## config.mk

```make
export PLATFORM = sky130hd
export DESIGN_NAME = parity_check_pipe
export DESIGN_NICKNAME = d
export VERILOG_FILES = /design/src/rtl/parity_check_pipe.sv
export SDC_FILE = /design/constraint.sdc
export NUM_CORES = 1
export LEC_CHECK = 0
export ABC_CLOCK_PERIOD_IN_PS = 2300
export CORE_MARGIN = 2
export CORE_UTILIZATION = 35
export CTS_BUF_LIST = sky130_fd_sc_hd__clkbuf_8
export DETAILED_ROUTE_END_ITERATION = 8
export MAX_ROUTING_LAYER = met4
export PLACE_DENSITY = 0.63
export SLEW_MARGIN = 20
export SYNTH_ARGS = -nofsm -noshare
export SYNTH_HDL_FRONTEND = slang
export SYNTH_SLANG_ARGS = --single-unit
```

## constraint.sdc

```tcl
create_clock -name wb_clk_i -period 2.3 [get_ports wb_clk_i]
set_input_delay 0.46 -clock wb_clk_i [delete_from_list [all_inputs] [get_ports wb_clk_i]]
set_output_delay 0.46 -clock wb_clk_i [all_outputs]
set_load 0.1 [all_outputs]
```

## src/rtl/parity_check_pipe.sv

```systemverilog
// Multi-channel even/odd parity checker: a two-stage registered pipeline with a per-channel
// error flag, a sticky error flag and a saturating error-word counter. The optional
// threshold interrupt is built only when PARITY_IRQ_EN is defined; otherwise irq_o is tied 0.
module parity_check_pipe #(
  parameter int DATA_W     = 8,
  parameter int NUM_CH     = 1,
  parameter int CNT_W      = 8,
  parameter int IRQ_THRESH = 4
) (
  input  logic                     wb_clk_i,
  input  logic                     wb_rst_n,
  input  logic                     in_valid,
  input  logic [NUM_CH*DATA_W-1:0] in_data,
  input  logic [NUM_CH-1:0]        in_par,
  input  logic                     odd_mode,
  input  logic                     clr_i,
  output logic                     out_valid,
  output logic [NUM_CH-1:0]        out_err,
  output logic                     err_sticky,
  output logic [CNT_W-1:0]         err_cnt,
  output logic                     irq_o
);

  if (DATA_W < 2 || NUM_CH < 1 || CNT_W < 2 || IRQ_THRESH < 0) begin : g_param_err
    $error("parity_check_pipe: illegal parameter value");
  end

  localparam logic [CNT_W-1:0] CNT_MAX = '1;

  logic                     v1;
  logic [NUM_CH*DATA_W-1:0] data_s1;
  logic [NUM_CH-1:0]        par_s1;
  logic                     odd_s1;
  logic [NUM_CH-1:0]        err;
  logic                     err_word;
  logic [CNT_W-1:0]         cnt_next;

  always_ff @(posedge wb_clk_i or negedge wb_rst_n) begin
    if (!wb_rst_n) begin
      v1 <= 1'b0;
    end else begin
      v1 <= in_valid;
    end
  end

  // Payload registers hold their value while idle to avoid needless toggling.
  always_ff @(posedge wb_clk_i or negedge wb_rst_n) begin
    if (!wb_rst_n) begin
      data_s1 <= '0;
      par_s1  <= '0;
      odd_s1  <= 1'b0;
    end else if (in_valid) begin
      data_s1 <= in_data;
      par_s1  <= in_par;
      odd_s1  <= odd_mode;
    end
  end

  always_comb begin
    err = '0;
    for (int c = 0; c < NUM_CH; c++) begin
      err[c] = (^{data_s1[c*DATA_W +: DATA_W], par_s1[c]}) ^ odd_s1;
    end
  end

  assign err_word = v1 & (|err);

  // A clear wins over a coincident error word.
  always_comb begin
    cnt_next = err_cnt;
    if (clr_i) begin
      cnt_next = '0;
    end else if (err_word && (err_cnt != CNT_MAX)) begin
      cnt_next = err_cnt + CNT_W'(1);
    end
  end

  always_ff @(posedge wb_clk_i or negedge wb_rst_n) begin
    if (!wb_rst_n) begin
      out_valid  <= 1'b0;
      out_err    <= '0;
      err_sticky <= 1'b0;
      err_cnt    <= '0;
    end else begin
      out_valid  <= v1;
      out_err    <= v1 ? err : '0;
      err_cnt    <= cnt_next;
      err_sticky <= clr_i ? 1'b0 : (err_sticky | err_word);
    end
  end

`ifdef PARITY_IRQ_EN
  localparam logic [CNT_W-1:0] IRQ_LVL = CNT_W'(IRQ_THRESH);

  logic irq_q;

  always_ff @(posedge wb_clk_i or negedge wb_rst_n) begin
    if (!wb_rst_n) begin
      irq_q <= 1'b0;
    end else if (clr_i) begin
      irq_q <= 1'b0;
    end else if (cnt_next >= IRQ_LVL) begin
      irq_q <= 1'b1;
    end
  end

  assign irq_o = irq_q;
`else
  assign irq_o = 1'b0;
`endif

endmodule

```

==> impl_metrics.py, run 1 <==
metrics = {
    "finish": {
        "final_cell_area_sq_um": 1360,
        "nFillCells": 297,
        "fin_cells": 146,
        "final_layout_size_suffix_gt1_share_pct": 27.4,
        "fin_nets": 130,
        "diodes": 0,
        "seqCellArea_sq_um": 551,
        "fin_util_pct": 45.3,
        "multi_input_area_sq_um": 499,
        "syn2layout_area_growth_pct": 26.1,
    },
    "synth": {
        "avgSynthCellArea_sq_um": 12.3,
        "mappedNetlistArea_sq_um": 1080,
        "synthCells": 88,
        "ys_seq_area_share_pct": 51.0,
        "synth_cell_types": 30,
        "synthArstFlopShare_pct": 100,
        "synth_flop_cell": "dfrtp_1",
        "synth_seq_cells": 22,
        "synth.net_count": 103,
        "yosysWarnings": 0,
        "synth_edf_count": 0,
    },
    "sta": {
        "skew_ps": 7.66,
        "fmax_ghz": 0.504,
        "setup_viol": 0,
        "rsz0062_at_grt": "false",
        "period_minus_slack_ps": 1980,
        "maxSlewViolCount": 0,
        "finalCritPeriodShare_pct": 86.2,
        "fin_setup_tns_ps": 0,
        "hold_viol": 0,
    },
    "global_routing": {
        "grt_max_degree": 23,
        "grt_pass1_wl_mm": 3.31,
        "grtUsageTotal_pct": 12.8,
        "antenna_found_initial": 0,
        "overflow": 0,
        "grt_pass1_vias": 762,
    },
    "detailed_routing": {
        "remaining_drc_errors": 0,
        "num_vias": 740,
        "dr.pass1.iters": 4,
        "wire_per_inst_microns": 13.4,
        "maxUsedRoutingLayer": "met4",
        "drtIter0Drc": 13,
        "wirelength_met1_microns": 878,
        "viasPerCell": 5.07,
        "ant_nets": 0,
        "routed_wirelength_mm": 1.96,
        "wl_met3_microns": 47,
        "wl_met2_mm": 1.01,
    },
    "flow_run": {
        "cap_violations": 0,
    },
    "placement": {
        "dp_hpwl_mm": 1.44,
        "place_inst": 143,
        "io_buffers": 24,
        "placed_area_sq_um": 1320,
        "gp_congestion": 0.843,
    },
    "floorplan": {
        "coreArea_sq_um": 3000,
        "ios": 26,
        "die-height_microns": 59.5,
        "start_util_pct": 35.9,
        "row_count": 20,
        "die_w_microns": 59.5,
        "dieArea_sq_um": 3540,
    },
    "critical_path": {
        "path_cells": "xor2_1, xnor3_2, xnor2_2, or4_1, a21oi_1",
        "cp_data_arrival_time_ps": 2160,
        "endpoint_kind": "register",
        "crit_path_max_incr_delay_ps": 530,
        "worstPathMaxFanout": 9,
        "cp.required_ps": 2480,
        "cpLargestDelayFamily": "XOR/XNOR gates",
        "crit_slowest_cell": "or4_1",
        "critPathBufInv": 0,
        "startpoint_type": "register",
        "path_class": "reg -> reg",
    },
    "clock_tree": {
        "worstSkewPairLatency_ps": 250,
        "clkTransAtPathRegs_ps": 80,
        "root_buffer": "clkbuf_8",
        "post_cts_buffers": 0,
        "clock-sinks": 22,
        "cts.hold.buffers_added": 0,
        "cts_max_level": 1,
        "cts_buffers": 3,
        "cts_tree": "built",
        "cts_resized": 0,
        "clockBufferDepth": 2,
    },
    "pwr": {
        "p_leak_nw": 0.593,
        "power_mw": 1.24,
        "irDropWorstVdd_v": 0.000641,
        "p_per_area_nw_per_um2": 910,
    },
    "hold_path": {
        "min_path_type": "reg -> reg",
    },
    "run_status": {
        "status": "complete, no violations",
    },
}
cell usage in the layout, fill, tap and decap left out, types with 2 or more instances in the layout:
cell	instances
dfrtp_1	22
clkdlybuf4s50_1	13
mux2_2	12
buf_4	12
nor2_1	7
xnor2_1	4
a21oi_1	4
nor2b_1	3
a31oi_1	3
nand3_1	3
o31ai_1	3
or4_1	3
clkbuf_8	3
inv_1	2
xor2_1	2
nand2_1	2
nand2b_1	2
worst register-to-register path, cell delays in order (launching register included):
cell and delay (ps):
dfrtp_1 390, xor2_1 150, xnor3_2 480, xnor2_2 220
or4_1 530, a21oi_1 150
registers in the layout, summed over array words and instances (netlist names):
register	count
par_s1	1
odd_s1	1
err_cnt	8
out_err	1
out_valid	1
err_sticky	1
data_s1	8
v1	1
layout make-up:
class / count / area share [%]
well taps: 33 / 3.04
flip-flops and latches: 22 / 40.5
clock buffers: 3 / 3.04
repair buffers: 25 / 16.2
inverters: 2 / 0.552
multi-input cells: 61 / 36.7
worst paths after layout:
kind	slack, ps	end	depth (start not counted)	start
max reg2reg	320	err_cnt[5]$_DFFE_PN0P_	5	data_s1[4]$_DFFE_PN0P_
min	490	out_valid$_DFF_PN0_	0	v1$_DFF_PN0_
max	320	err_cnt[5]$_DFFE_PN0P_	5	data_s1[4]$_DFFE_PN0P_
max in group asynchronous	1530	v1$_DFF_PN0_	2	wb_rst_n
min reg2reg	490	out_valid$_DFF_PN0_	0	v1$_DFF_PN0_
min in group asynchronous	550	err_cnt[0]$_DFFE_PN0P_	2	wb_rst_n
stage by stage:
stage	hold slack (ps)	worst slack [ps]
detailed placement	479	321
global route	531	213
CTS	495	303
global placement	483	345
finish	485	317
floorplan	164	80.6
power by group:
| group | switching, mW | internal (mW) |
|---|---|---|
| sequential | 0.0354 | 0.433 |
| combinational | 0.364 | 0.178 |
| clock | 0.111 | 0.116 |
| total | 0.510 | 0.727 |
cell usage after synthesis (2+ instances only):
cell type,count,area (sq um)
dfrtp_1,22,551
mux2_2,12,135
nor2_1,7,26.3
a21oi_1,4,20.0
xnor2_1,4,35.0
a31oi_1,3,18.8
nand3_1,3,15.0
nor2b_1,3,18.8
o31ai_1,3,22.5
or4_1,3,22.5
inv_1,2,7.51
nand2_1,2,7.51
nand2b_1,2,12.5
xor2_1,2,17.5
logic make-up after synthesis:
family,after synthesis,synth area share (%)
AND/OR/NAND/NOR,23,11.6
buffers and inverters,5,2.67
adder cells (fa/ha/maj),1,1.16
AO/OA/AOI/OAI,14,8.58
multiplexers,13,13.5
flip-flops,22,51.0
other,1,0.348
XOR/XNOR,9,11.1
metal layers:
layer / global-route usage, % / vias to the layer above
met5: - / -
li1: - / 361
met2: 21.5 / 12
met1: 15.4 / 365
met4: 5.08 / 0
met3: 1.97 / 2
Note: power is estimated with default switching activity, not from simulation.
==> inputs of run 2 (changes only) <==
--- a/config.mk
+++ b/config.mk
@@ -6,12 +6,14 @@
 export NUM_CORES = 1
 export LEC_CHECK = 0
 export ABC_CLOCK_PERIOD_IN_PS = 2300
+export CORE_ASPECT_RATIO = 1.5
 export CORE_MARGIN = 2
-export CORE_UTILIZATION = 35
+export CORE_UTILIZATION = 50
 export CTS_BUF_LIST = sky130_fd_sc_hd__clkbuf_8
+export CTS_CLUSTER_DIAMETER = 150
 export DETAILED_ROUTE_END_ITERATION = 8
 export MAX_ROUTING_LAYER = met4
-export PLACE_DENSITY = 0.63
+export PLACE_DENSITY = 0.83
 export SLEW_MARGIN = 20
 export SYNTH_ARGS = -nofsm -noshare
 export SYNTH_HDL_FRONTEND = slang
==> run 2 against run 1 <==
- maximum frequency is 2.8% lower
- power is 3.4% higher
- register-to-register slack worse by 60 ps
- utilization is 22 points higher
- hold slack worse by 5.0 ps
- final area stayed put
- largest power group unchanged
- sequential share of layout area stayed put
- via count is 1.8% higher
- clock power is 17% higher
- die area is 28% lower
- flip-flop and latch count stayed put
- clock-buffer cell count is 1 higher
==> impl_metrics.py, run 2 (synthesized netlist as in run 1, its figures left out) <==
metrics = {
    "flow_run": {
        "cap_violations": 0,
    },
    "critical_path": {
        "worstPathMaxFanout": 4,
        "startpoint_type": "register",
        "ff2ff_path_depth": 5,
        "cp.required_ps": 2440,
        "path_class": "reg -> reg",
        "startpoint": "data_s1[4]$_DFFE_PN0P_",
        "worstReg2RegStart": "data_s1[4]$_DFFE_PN0P_",
        "cp_data_arrival_time_ps": 2180,
        "endpoint": "err_cnt[6]$_DFFE_PN0P_",
        "endpoint_kind": "register",
        "r2r_slack_ps": 260,
        "r2r-end": "err_cnt[6]$_DFFE_PN0P_",
    },
    "placement": {
        "io_buffers": 24,
        "dp_hpwl_mm": 1.45,
        "gp_congestion": 0.829,
        "pre_cts_ws_ps": 295,
        "place_inst": 132,
    },
    "sta": {
        "rsz0062_at_grt": "false",
        "fin_setup_tns_ps": 0,
        "setup_slack_ps": 260,
        "skew_ps": 1.85,
        "hold_viol": 0,
        "fmax_ghz": 0.490,
        "finalCritPeriodShare_pct": 88.7,
        "maxSlewViolCount": 0,
        "setup_viol": 0,
        "whs_ps": 480,
        "period_minus_slack_ps": 2040,
    },
    "detailed_routing": {
        "wire_per_inst_microns": 13.9,
        "viasPerCell": 5.54,
        "num_vias": 753,
        "dr.pass1.iters": 4,
        "remaining_drc_errors": 0,
        "routed_wirelength_mm": 1.89,
        "drtIter0Drc": 16,
        "ant_nets": 0,
    },
    "finish": {
        "multi_input_area_sq_um": 499,
        "fin_nets": 130,
        "seqCellArea_sq_um": 551,
        "fin_cells": 136,
        "final_cell_mix": "dfrtp_1, clkdlybuf4s50_1, mux2_2, buf_4, nor2_1",
        "nFillCells": 161,
        "layout_commonest_cell": "dfrtp_1",
        "syn2layout_area_growth_pct": 26.1,
        "final_layout_size_suffix_gt1_share_pct": 28.1,
        "top_regs": "data_s1: 8 flops, err_cnt: 8 flops",
        "diodes": 0,
    },
    "clock_tree": {
        "cts_tree": "built",
        "cts.hold.buffers_added": 0,
        "clock-sinks": 22,
        "clkTransAtPathRegs_ps": 70,
        "clockBufferDepth": 2,
        "worstSkewPairLatency_ps": 250,
        "post_cts_buffers": 0,
        "cts_max_level": 1,
        "root_buffer": "clkbuf_8",
        "cts_buffers": 3,
        "cts_resized": 0,
    },
    "pwr": {
        "power_mw": 1.28,
        "irDropWorstVdd_v": 0.000745,
        "p_leak_nw": 0.601,
        "p_per_area_nw_per_um2": 941,
    },
    "floorplan": {
        "start_util_pct": 53.2,
        "coreArea_sq_um": 2030,
        "row_count": 20,
        "dieArea_sq_um": 2550,
        "die_w_microns": 41.9,
        "ios": 26,
        "die-height_microns": 60.9,
    },
    "run_status": {
        "status": "complete, no violations",
    },
    "global_routing": {
        "grt_max_degree": 23,
        "antenna_found_initial": 0,
        "grt_pass1_wl_mm": 3.22,
        "grt_pass1_vias": 780,
        "overflow": 0,
        "grtUsageTotal_pct": 17.3,
    },
    "hold_path": {
        "min_path_type": "reg -> reg",
    },
}
-- run 2: changes by cell type in the layout (fill, tap and decap cells not counted) --
cell,change
clkbuf_8,+1
-- run 2: cell type report --
cell class                 instances  share of cell area (%)
clock buffer                       4                    4.05
inverter                           2                   0.552
multi-input combinational         61                    36.7
sequential                        22                    40.5
tap                               22                    2.02
timing repair buffer              25                    16.2
-- run 2: metrics by stage --
stage               utilization, %  area, sq um
floorplan                        -         1080
global placement              64.4         1310
detailed placement            64.4         1310
CTS                           67.1         1360
global route                  67.1         1360
finish                        67.1         1360
-- run 2: worst min path at each step --
stage,from,to,depth (start not counted)
2_1_floorplan,wb_rst_n,data_s1[0]$_DFFE_PN0P_,0
3_3_place_gp,v1$_DFF_PN0_,out_valid$_DFF_PN0_,0
3_5_place_dp,v1$_DFF_PN0_,out_valid$_DFF_PN0_,0
4_1_cts,v1$_DFF_PN0_,out_valid$_DFF_PN0_,0
5_1_grt,v1$_DFF_PN0_,out_valid$_DFF_PN0_,0
6_report,v1$_DFF_PN0_,out_valid$_DFF_PN0_,0
-- run 2: layer usage --
layer  global-route usage [%]  wire length [microns]  part of all wire (%)
met5                        -                      0                     0
met4                     6.91                     16                  0.85
met3                     1.79                     72                   3.8
met2                     32.8                   1020                    54
met1                     18.4                    781                    41
-- run 2: worst max-delay path, cell delays in order (launching register included) --
cell and delay, ps:
dfrtp_1 390, xor2_1 160, xnor3_2 470, xor2_1 320
and4_1 260, mux2_2 330
-- run 2: where the power goes --
part           total, mW  internal (mW)  switching (mW)
sequential         0.469          0.433          0.0366
combinational      0.546          0.177           0.368
clock              0.265          0.152           0.113
